File: config.mk
export PLATFORM = sky130hd
export DESIGN_NAME = if_fetch_queue
export DESIGN_NICKNAME = d
export VERILOG_FILES = /design/src/rtl/if_fetch_queue.sv
export SDC_FILE = /design/constraint.sdc
export NUM_CORES = 1
export LEC_CHECK = 0
export ABC_AREA = 1
export CORE_UTILIZATION = 54
export CTS_CLUSTER_DIAMETER = 40
export DETAILED_ROUTE_END_ITERATION = 6
export GPL_TIMING_DRIVEN = 1
export PLACE_DENSITY_LB_ADDON = 0.25
export SYNTH_ARGS = -nofsm -noshare
export SYNTH_HDL_FRONTEND = slang
export SYNTH_SLANG_ARGS = --single-unit
export TNS_END_PERCENT = 50
File: constraint.sdc
create_clock -name clk -period 5.7 [get_ports clk]
set_clock_uncertainty 0.2 [all_clocks]
set_input_delay 1.14 -clock clk [delete_from_list [all_inputs] [get_ports clk]]
set_output_delay 1.14 -clock clk [all_outputs]
set_load 0.02 [all_outputs]
File: src/rtl/if_fetch_queue.sv
// Instruction-fetch front end: drives the ROM fetch address, captures the returned word
// and buffers {pc, inst} pairs so downstream stalls never drop a fetched instruction.
module if_fetch_queue #(
  parameter int          DEPTH    = 4,
  parameter logic [31:0] RESET_PC = 32'h0000_0000
) (
  input  logic                       clk,
  input  logic                       rst,
  input  logic                       stall_i,
  input  logic                       branch_flag_i,
  input  logic [31:0]                branch_target_i,
  input  logic                       flush_i,
  input  logic [31:0]                new_pc_i,
  output logic                       rom_ce_o,
  output logic [31:0]                rom_addr_o,
  input  logic [31:0]                rom_inst_i,
  output logic [31:0]                if_pc_o,
  output logic [31:0]                if_inst_o,
  output logic                       if_valid_o,
  output logic [$clog2(DEPTH):0]     queue_count_o
);

  localparam int AW = $clog2(DEPTH);
  localparam int CW = AW + 1;
  localparam logic [CW-1:0] FULL = CW'(DEPTH);
  localparam logic [AW-1:0] PTR_ONE = AW'(1);
  localparam logic [CW-1:0] CNT_ONE = CW'(1);

  logic [31:0]   pc_mem   [DEPTH];
  logic [31:0]   inst_mem [DEPTH];
  logic [AW-1:0] head, tail;
  logic [CW-1:0] count;
  logic [31:0]   fetch_pc;
  logic          rom_ce;
  logic          pop, push, redirect;
  logic [31:0]   redirect_pc;

  assign if_valid_o    = (count != '0);
  assign pop           = if_valid_o & ~stall_i;
  assign redirect      = flush_i | branch_flag_i;
  assign push          = rom_ce & ((count < FULL) | pop) & ~redirect;
  // flush outranks branch when both arrive together
  assign redirect_pc   = flush_i ? {new_pc_i[31:2], 2'b00} : {branch_target_i[31:2], 2'b00};

  assign rom_ce_o      = rom_ce;
  assign rom_addr_o    = fetch_pc;
  assign queue_count_o = count;
  assign if_pc_o       = if_valid_o ? pc_mem[head]   : 32'h0;
  assign if_inst_o     = if_valid_o ? inst_mem[head] : 32'h0;

  always_ff @(posedge clk) begin
    if (rst) begin
      fetch_pc <= RESET_PC;
      rom_ce   <= 1'b0;
      head     <= '0;
      tail     <= '0;
      count    <= '0;
    end else begin
      rom_ce <= 1'b1;
      if (redirect) begin
        // the popped head is still seen by the consumer this cycle; storage is just dropped
        head  <= '0;
        tail  <= '0;
        count <= '0;
        if (rom_ce) fetch_pc <= redirect_pc;
      end else begin
        if (push) begin
          pc_mem[tail]   <= fetch_pc;
          inst_mem[tail] <= rom_inst_i;
          tail           <= tail + PTR_ONE;
          fetch_pc       <= fetch_pc + 32'd4;
        end
        if (pop) head <= head + PTR_ONE;
        if (push && !pop)      count <= count + CNT_ONE;
        else if (pop && !push) count <= count - CNT_ONE;
      end
    end
  end

endmodule

==> impl_metrics.json, run 1 <==
{
  "placed_area_um2": 14620,
  "yosysTopAreaCell": "edfxtp_1",
  "rsz0062_at_grt": "false",
  "clock_sinks": 288,
  "overflow": 0,
  "crit_arrival_ps": 3250,
  "setup_viol": 0,
  "hold_depth": 2,
  "dp_slack_ps": 1364,
  "cts_root_buf": "clkbuf_16",
  "worst_pin_slew_ps": 995.6,
  "peakVddDrop_v": 0.0001692,
  "num_vias": 9280,
  "io_pins": 202,
  "ant_nets": 0,
  "yosysSeqAreaShare_pct": 66.32,
  "hold_violations": 0,
  "syn_to_final_growth_pct": 26.61,
  "finalMaxSlewViolations": 0,
  "finish.net_count": 1516,
  "drive_above_1_share_pct": 6.560,
  "core_area_um2": 22640,
  "worstSetupEndpointType": "primary output",
  "setup_ws_ps": 1107,
  "hpwl_mm": 16.11,
  "drt_first_pass_iters": 5,
  "start_kind": "flop",
  "relSlewSlack_pct": 33.63,
  "synthFlopType": "edfxtp_1",
  "path_clk_slew_ps": 60,
  "cp_max_fo": 82,
  "post-route-cell-area_um2": 15750,
  "async_flop_share_pct": 0,
  "start_util_pct": 54.93,
  "grt_pass1_vias": 8991,
  "synth_top_area_share_pct": 59.88,
  "cts_tree": "yes",
  "hold_path_class": "reg -> reg",
  "reg2regPathDepth": 11,
  "drc": 0,
  "gp_congestion": 0.8693,
  "die_h_um": 153.8,
  "netlist_area_um2": 12440,
  "synth_edf_count": 248,
  "die_w_um": 153.8,
  "cts_setup_buffers": 0,
  "vias_per_cell": 5.402,
  "ctsResizeCount": 0,
  "report.power.total_mw": 4.767,
  "worstPathRequired_ps": 4360,
  "avgSynthCellArea_um2": 10.09,
  "grt_pass1_wl_mm": 44.30,
  "yosys_warnings": 0,
  "period_minus_slack_ps": 4593,
  "grt_max_degree": 109,
  "fin_util_pct": 69.55,
  "die_area_um2": 23640,
  "r2r_end": "queue_count_o[2]",
  "ys_seq_elements": 288,
  "finalWirelength_mm": 27.91,
  "rows": 55,
  "r2r_setup_slack_ps": 3170,
  "synth_area_leaders": "edfxtp_1, nor2_1, dfxtp_1",
  "cts_buffers": 34,
  "synth_cell_types": 30,
  "p_leak_nw": 5.419,
  "drv_cap": 0,
  "grt_usage_pct": 24.06,
  "ctsLongestPathBuffers": 3,
  "syn_inst": 1233,
  "criticalPathCategory": "reg -> out",
  "synth_common_cells": "nor2_1, edfxtp_1, o21ai_0",
  "r2r-start": "queue_count_o[2]",
  "status": "complete, no violations",
  "clock_latency_ps": 500,
  "antenna_found_initial": 0,
  "cts_max_level": 2,
  "wl_per_cell_um": 16.25,
  "period_share_pct": 80.59,
  "fin_tns_setup_ps": 0,
  "maxClockFrequency_mhz": 217.7,
  "port_buffers": 193,
  "p_per_area_nw_per_um2": 302.7,
  "cts_hold_buf": 0,
  "yosysMostFrequentCell": "nor2_1",
  "hold_start": "head[1]",
  "diodes": 0,
  "drt_iter0_markers": 547
}
-- flip-flops by register name (all words and copies together), names as in the netlist, named ones only --
signal         flops
rom_ce_o           1
head               2
tail               2
pc_mem           120
inst_mem         128
rom_addr_o        30
queue_count_o      3
-- placed cells by master (no fill, tap or decap), types with 4 or more instances in the layout --
cell / instances
nor2_1: 371
edfxtp_1: 248
clkdlybuf4s50_1: 193
o21ai_0: 147
a21oi_1: 121
nand2_1: 90
inv_1: 42
dfxtp_1: 38
clkbuf_16: 37
nand3_1: 30
o21ai_1: 25
nor2_4: 10
buf_4: 9
ha_1: 6
nor2_2: 5
a31oi_1: 5
clkbuf_1: 5
clkinv_2: 4
inv_2: 4
conb_1: 4
buf_12: 4
-- worst max path at each step --
stage          cells past startpoint              to  slack (ps)
4_1_cts                            5     if_pc_o[10]        1080
3_3_place_gp                       8  inst_mem[1][4]        1390
5_1_grt                            5     if_pc_o[19]         890
2_1_floorplan                      6  inst_mem[0][0]         680
3_5_place_dp                       8  inst_mem[2][3]        1360
6_report                           6     if_pc_o[11]        1110
-- metal layers --
metal  global-route usage, %  vias to the layer above  share of wire [%]
li1                        -                     4586                  -
met1                   28.79                     4331                 40
met2                   42.49                      309                 50
met3                   5.130                       54                6.8
met4                   9.333                        0                2.5
met5                       0                        -                  0
-- cell type report --
class / instances / area [um2]
clock buffer: 42 / 944.7
timing repair buffer: 206 / 2079
sequential: 288 / 8253
inverter: 47 / 177.7
fill: 1634 / 6894
tap: 285 / 356.6
multi-input combinational: 831 / 3751
clock inverter: 19 / 183.9
-- kinds of logic (layout without fill, tap and decap cells) --
group | Yosys count | after routing | synth area share, %
AO/OA/AOI/OAI | 303 | 303 | 12.33
XOR/XNOR | 1 | 1 | 0.07044
adder cells (fa/ha/maj) | 7 | 7 | 0.7646
buffers and inverters | 117 | 314 | 3.853
flip-flops | 288 | 288 | 66.32
other | 1 | 4 | 0.03015
AND/OR/NAND/NOR | 516 | 516 | 16.63
-- critical path, cell delays in order (launching register included) --
cell and delay (ps):
dfxtp_4 660, buf_4 800, nor2_1 120, nor2_1 110, o21ai_0 90, a21oi_1 300
clkdlybuf4s50_1 660
-- metrics by stage --
stage                     instances  hold slack, ps
after detailed placement       1657           277.3
final                          1718           278.9
after CTS                      1718           287.9
after global placement         1657           250.1
after floorplan                1236           235.6
after global routing           1718           304.5
-- power breakdown --
part           switching [mW]  total (mW)  internal, mW
logic                   0.158       0.302         0.145
registers              0.0484        2.37          2.32
clock network           0.808        2.10          1.29
(Power assumes the default switching activity.)
==> inputs of run 2 (changes only) <==
Settings changed: CORE_UTILIZATION 54 to 48.
Clock period 5.7 ns to 4.1 ns, I/O delays scaled along.
==> run 2 against run 1 <==
Worst hold slack got worse by 14 ps. Cell count up 3.4%. Count of clock-buffer cells in the layout rose by 3. Combinational power rose by 42%. Critical endpoint is now if_pc_o[14]. Largest power group unchanged.
==> impl_metrics.json, run 2 (synthesized netlist as in run 1, its figures left out) <==
{
  "relSlewSlack_pct": 37.28,
  "grt_pass1_wl_mm": 46.82,
  "p_per_area_nw_per_um2": 432.8,
  "status": "complete, no violations",
  "cts_hold_buf": 0,
  "fin_util_pct": 63.13,
  "layout_common_cells": "nor2_1, edfxtp_1, clkdlybuf4s50_1, o21ai_0, a21oi_1",
  "maxClockFrequency_mhz": 270.5,
  "port_buffers": 193,
  "placed_area_um2": 14740,
  "rows": 58,
  "crit_arrival_ps": 2680,
  "setup_viol": 0,
  "clock_sinks": 288,
  "instances_no_fill": 1777,
  "die_w_um": 163.0,
  "core_area_um2": 25330,
  "p_leak_nw": 5.523,
  "drv_cap": 0,
  "hold_violations": 0,
  "start_util_pct": 49.11,
  "drc": 0,
  "drt_iter0_markers": 570,
  "grt_use_met3_pct": 4.304,
  "criticalPathCategory": "reg -> out",
  "die_h_um": 163.0,
  "grtUsageMet1_pct": 27.86,
  "ctsResizeCount": 0,
  "grt_usage_pct": 22.61,
  "worstSetupEndpointType": "primary output",
  "worstPathRequired_ps": 3080,
  "ctsLongestPathBuffers": 3,
  "wl_per_cell_um": 16.95,
  "io_pins": 202,
  "grt_max_degree": 125,
  "syn_to_final_growth_pct": 28.55,
  "gp_congestion": 0.8420,
  "multi_input_area_um2": 3751,
  "post-route-cell-area_um2": 15990,
  "hold_path_class": "reg -> reg",
  "period_share_pct": 90.16,
  "num_vias": 9440,
  "finalWirelength_mm": 30.12,
  "period_minus_slack_ps": 3697,
  "vias_per_cell": 5.312,
  "peakVddDrop_v": 0.0002842,
  "cts_tree": "yes",
  "die_area_um2": 26560,
  "fillers": 2032,
  "finish.net_count": 1527,
  "largest_register": "inst_mem",
  "finalMaxSlewViolations": 0,
  "largest_reg_flops": 128,
  "rsz0062_at_grt": "false",
  "start_kind": "flop",
  "final_common_cell": "nor2_1",
  "busiest_layer": "met2",
  "cts_max_level": 2,
  "hpwl_mm": 17.87,
  "cts_root_buf": "clkbuf_16",
  "seq_area_um2": 8253,
  "grt_pass1_vias": 9119,
  "clock_latency_ps": 510,
  "drive_above_1_share_pct": 7.533,
  "path_clk_slew_ps": 60,
  "cts_setup_buffers": 0,
  "drt_first_pass_iters": 6,
  "ant_nets": 0,
  "place_inst": 1709,
  "met2_usage_pct": 40.00,
  "cts_buffers": 38,
  "worst_pin_slew_ps": 939.7,
  "overflow": 0,
  "cp_max_fo": 124,
  "antenna_found_initial": 0,
  "diodes": 0
}
[run 2: layout make-up]
type | instances | share of cell area [%]
Tap cell | 330 | 2.583
Inverter | 47 | 1.111
Timing Repair Buffer | 213 | 13.41
Clock inverter | 23 | 1.299
Multi-Input combinational cell | 831 | 23.46
Sequential cell | 288 | 51.62
Clock buffer | 45 | 6.511
[run 2: worst paths after layout]
kind,startpoint,endpoint,slack (ps),depth (start not counted)
setup / recovery,flop,if_pc_o[14],400,6
hold / removal,head[1],flop,270,2
setup reg to reg,queue_count_o[2],queue_count_o[2],1730,10
hold reg to reg,head[1],flop,270,2
[run 2: worst max-delay path, cell delays in order, from the launching register on]
cell and delay [ps]:
dfxtp_4 360, buf_12 380, nor2_1 110, nor2_1 100, o21ai_0 80, a21oi_1 330, clkdlybuf4s50_1 680
[run 2: through the flow]
step | setup WS (ps) | TNS, ps | total power, mW | hold slack, ps
after floorplan | -604.3 | -149870 | 3.535 | 235.6
after global placement | 843.2 | 0 | 3.771 | 248.5
after detailed placement | 817.1 | 0 | 3.781 | 259.7
after CTS | 402.7 | 0 | 6.970 | 268.0
after global routing | 233.3 | 0 | 7.122 | 306.2
final | 403.5 | 0 | 6.919 | 265.2
[run 2: per-layer routing]
metal	wire length [um]	share of wire (%)
met5	0	0
met4	663	2.2
met3	1895	6.3
met2	14980	50
met1	12590	42
[run 2: power breakdown]
group / leakage [nW] / total, mW / internal (mW) / switching (mW)
Sequential: 2.62 / 3.30 / 3.23 / 0.0683
Clock: 0.609 / 3.20 / 1.97 / 1.23
Combinational: 2.29 / 0.428 / 0.203 / 0.225
Total: 5.52 / 6.92 / 5.40 / 1.52
==> inputs of run 3 (changes only) <==
Settings changed: CORE_UTILIZATION 48 to 30, REMOVE_ABC_BUFFERS set to 1.
==> run 3 against run 2 <==
Register-to-register slack improved by 60 ps. First-iteration DRC count decreased by 29%. Setup slack got worse by 180 ps. Global-route usage decreased by 6.1 points.
==> impl_metrics.json, run 3 (synthesized netlist as in run 1, its figures left out) <==
{
  "die_w_um": 205.6,
  "hold_start": "head[1]",
  "grt_pass1_wl_mm": 52.23,
  "drt_iter0_markers": 406,
  "crit_arrival_ps": 2860,
  "period_minus_slack_ps": 3878,
  "cp_max_fo": 63,
  "gp_congestion": 0.8004,
  "drv_cap": 0,
  "grt_pass1_vias": 8962,
  "worstSetupEndpointType": "primary output",
  "ctsLongestPathBuffers": 3,
  "ant_nets": 0,
  "hold_violations": 0,
  "ctsResizeCount": 1,
  "worst_pin_slew_ps": 1122,
  "die_area_um2": 42280,
  "finalMaxSlewViolations": 0,
  "start_kind": "flop",
  "setup_ws_ps": 221.9,
  "largest_register": "inst_mem",
  "grt_max_degree": 64,
  "overflow": 0,
  "path_buf_inv": 4,
  "rows": 74,
  "p_leak_nw": 5.687,
  "antenna_found_initial": 0,
  "p_per_area_nw_per_um2": 457.7,
  "wl_per_cell_um": 17.44,
  "criticalPathCategory": "reg -> out",
  "cts_hold_buf": 0,
  "die_h_um": 205.6,
  "relSlewSlack_pct": 25.14,
  "cp_cell_sequence": "inv_4, buf_6, buf_4, o21ai_0, a21oi_1, clkdlybuf4s50_1",
  "cpMaxStageDelayCell": "clkdlybuf4s50_1",
  "peakVddDrop_v": 0.0002484,
  "grt_usage_pct": 16.48,
  "port_buffers": 193,
  "status": "complete, no violations",
  "cts_buffers": 45,
  "cts_setup_buffers": 0,
  "largest_reg_flops": 128,
  "drt_first_pass_iters": 5,
  "report.power.total_mw": 7.602,
  "cts_root_buf": "clkbuf_16",
  "cts_max_level": 2,
  "instances_no_fill": 1996,
  "worstPathRequired_ps": 3080,
  "period_share_pct": 94.59,
  "drive_above_1_share_pct": 8.811,
  "hold_path_class": "reg -> reg",
  "setup_viol": 0,
  "clock_latency_ps": 550,
  "clock_sinks": 288,
  "diodes": 0,
  "place_inst": 1913,
  "drc": 0,
  "finalWirelength_mm": 34.81,
  "layout_common_cells": "nor2_1, edfxtp_1, clkdlybuf4s50_1, o21ai_0, a21oi_1",
  "vias_per_cell": 4.683,
  "cts_tree": "yes",
  "dp_slack_ps": 584.7,
  "path_delay_family": "buffers and inverters",
  "io_pins": 202,
  "path_clk_slew_ps": 60,
  "slowest_delay_ps": 640,
  "maxClockFrequency_mhz": 257.9,
  "hpwl_mm": 20.55,
  "start_util_pct": 30.46,
  "rsz0062_at_grt": "false",
  "syn_to_final_growth_pct": 33.56,
  "num_vias": 9347,
  "core_area_um2": 40830,
  "final_common_cell": "nor2_1",
  "finish.net_count": 1536,
  "r2r-start": "queue_count_o[2]"
}
-- run 3: changes by cell type in the layout (fill, tap and decap cells not counted), moves of 2 or more --
| cell | change |
|---|---|
| clkbuf_1 | +3 |
| clkdlybuf4s50_1 | -6 |
| buf_4 | +2 |
| buf_12 | +5 |
| clkbuf_8 | +2 |
| clkbuf_16 | +6 |
| bufinv_16 | +3 |
| inv_6 | +2 |
| clkinv_4 | -2 |
| clkinv_2 | -5 |
| clkinvlp_4 | +4 |
-- run 3: layer usage --
metal | track usage [%] | vias to the layer above | routed length, um
li1 | - | 4644 | -
met1 | 21.16 | 4447 | 15740
met2 | 28.03 | 215 | 16890
met3 | 3.342 | 41 | 1577
met4 | 4.471 | 0 | 593
met5 | 0 | - | 0
-- run 3: worst min-delay path, cell delays in order, from the launching register on --
cell and delay (ps):
dfxtp_1 300, inv_1 60, a21oi_1 70
-- run 3: layout make-up --
type                    count  area (um2)
fillers                  3908       24220
flip-flops and latches    288        8255
multi-input cells         831        3751
repair buffers            215        2211
clock buffers              56        1230
well taps                 532       665.6
clock inverters            27       319.1
inverters                  47       178.9
-- run 3: per-stage QoR --
step | utilization [%] | instance area (um2) | hold slack (ps) | TNS (ps)
6_report | 40.68 | 16610 | 264.8 | 0
5_1_grt | 40.68 | 16610 | 287.6 | 0
4_1_cts | 40.68 | 16610 | 262.1 | 0
3_5_place_dp | 36.88 | 15060 | 255.2 | 0
3_3_place_gp | 36.88 | 15060 | 242.2 | 0
2_1_floorplan | - | 12150 | 235.6 | -268550
-- run 3: power by group --
group          internal (mW)  total, mW  switching, mW
registers               3.23       3.30         0.0682
logic                  0.206      0.445          0.239
clock network           2.47       3.86           1.39
-- run 3: final timing paths --
check,slack (ps),cells past startpoint,to
worst max-delay path,220,6,if_inst_o[25]
worst min-delay path,260,2,flop
worst max register to register,1790,10,queue_count_o[2]
worst min register to register,260,2,flop
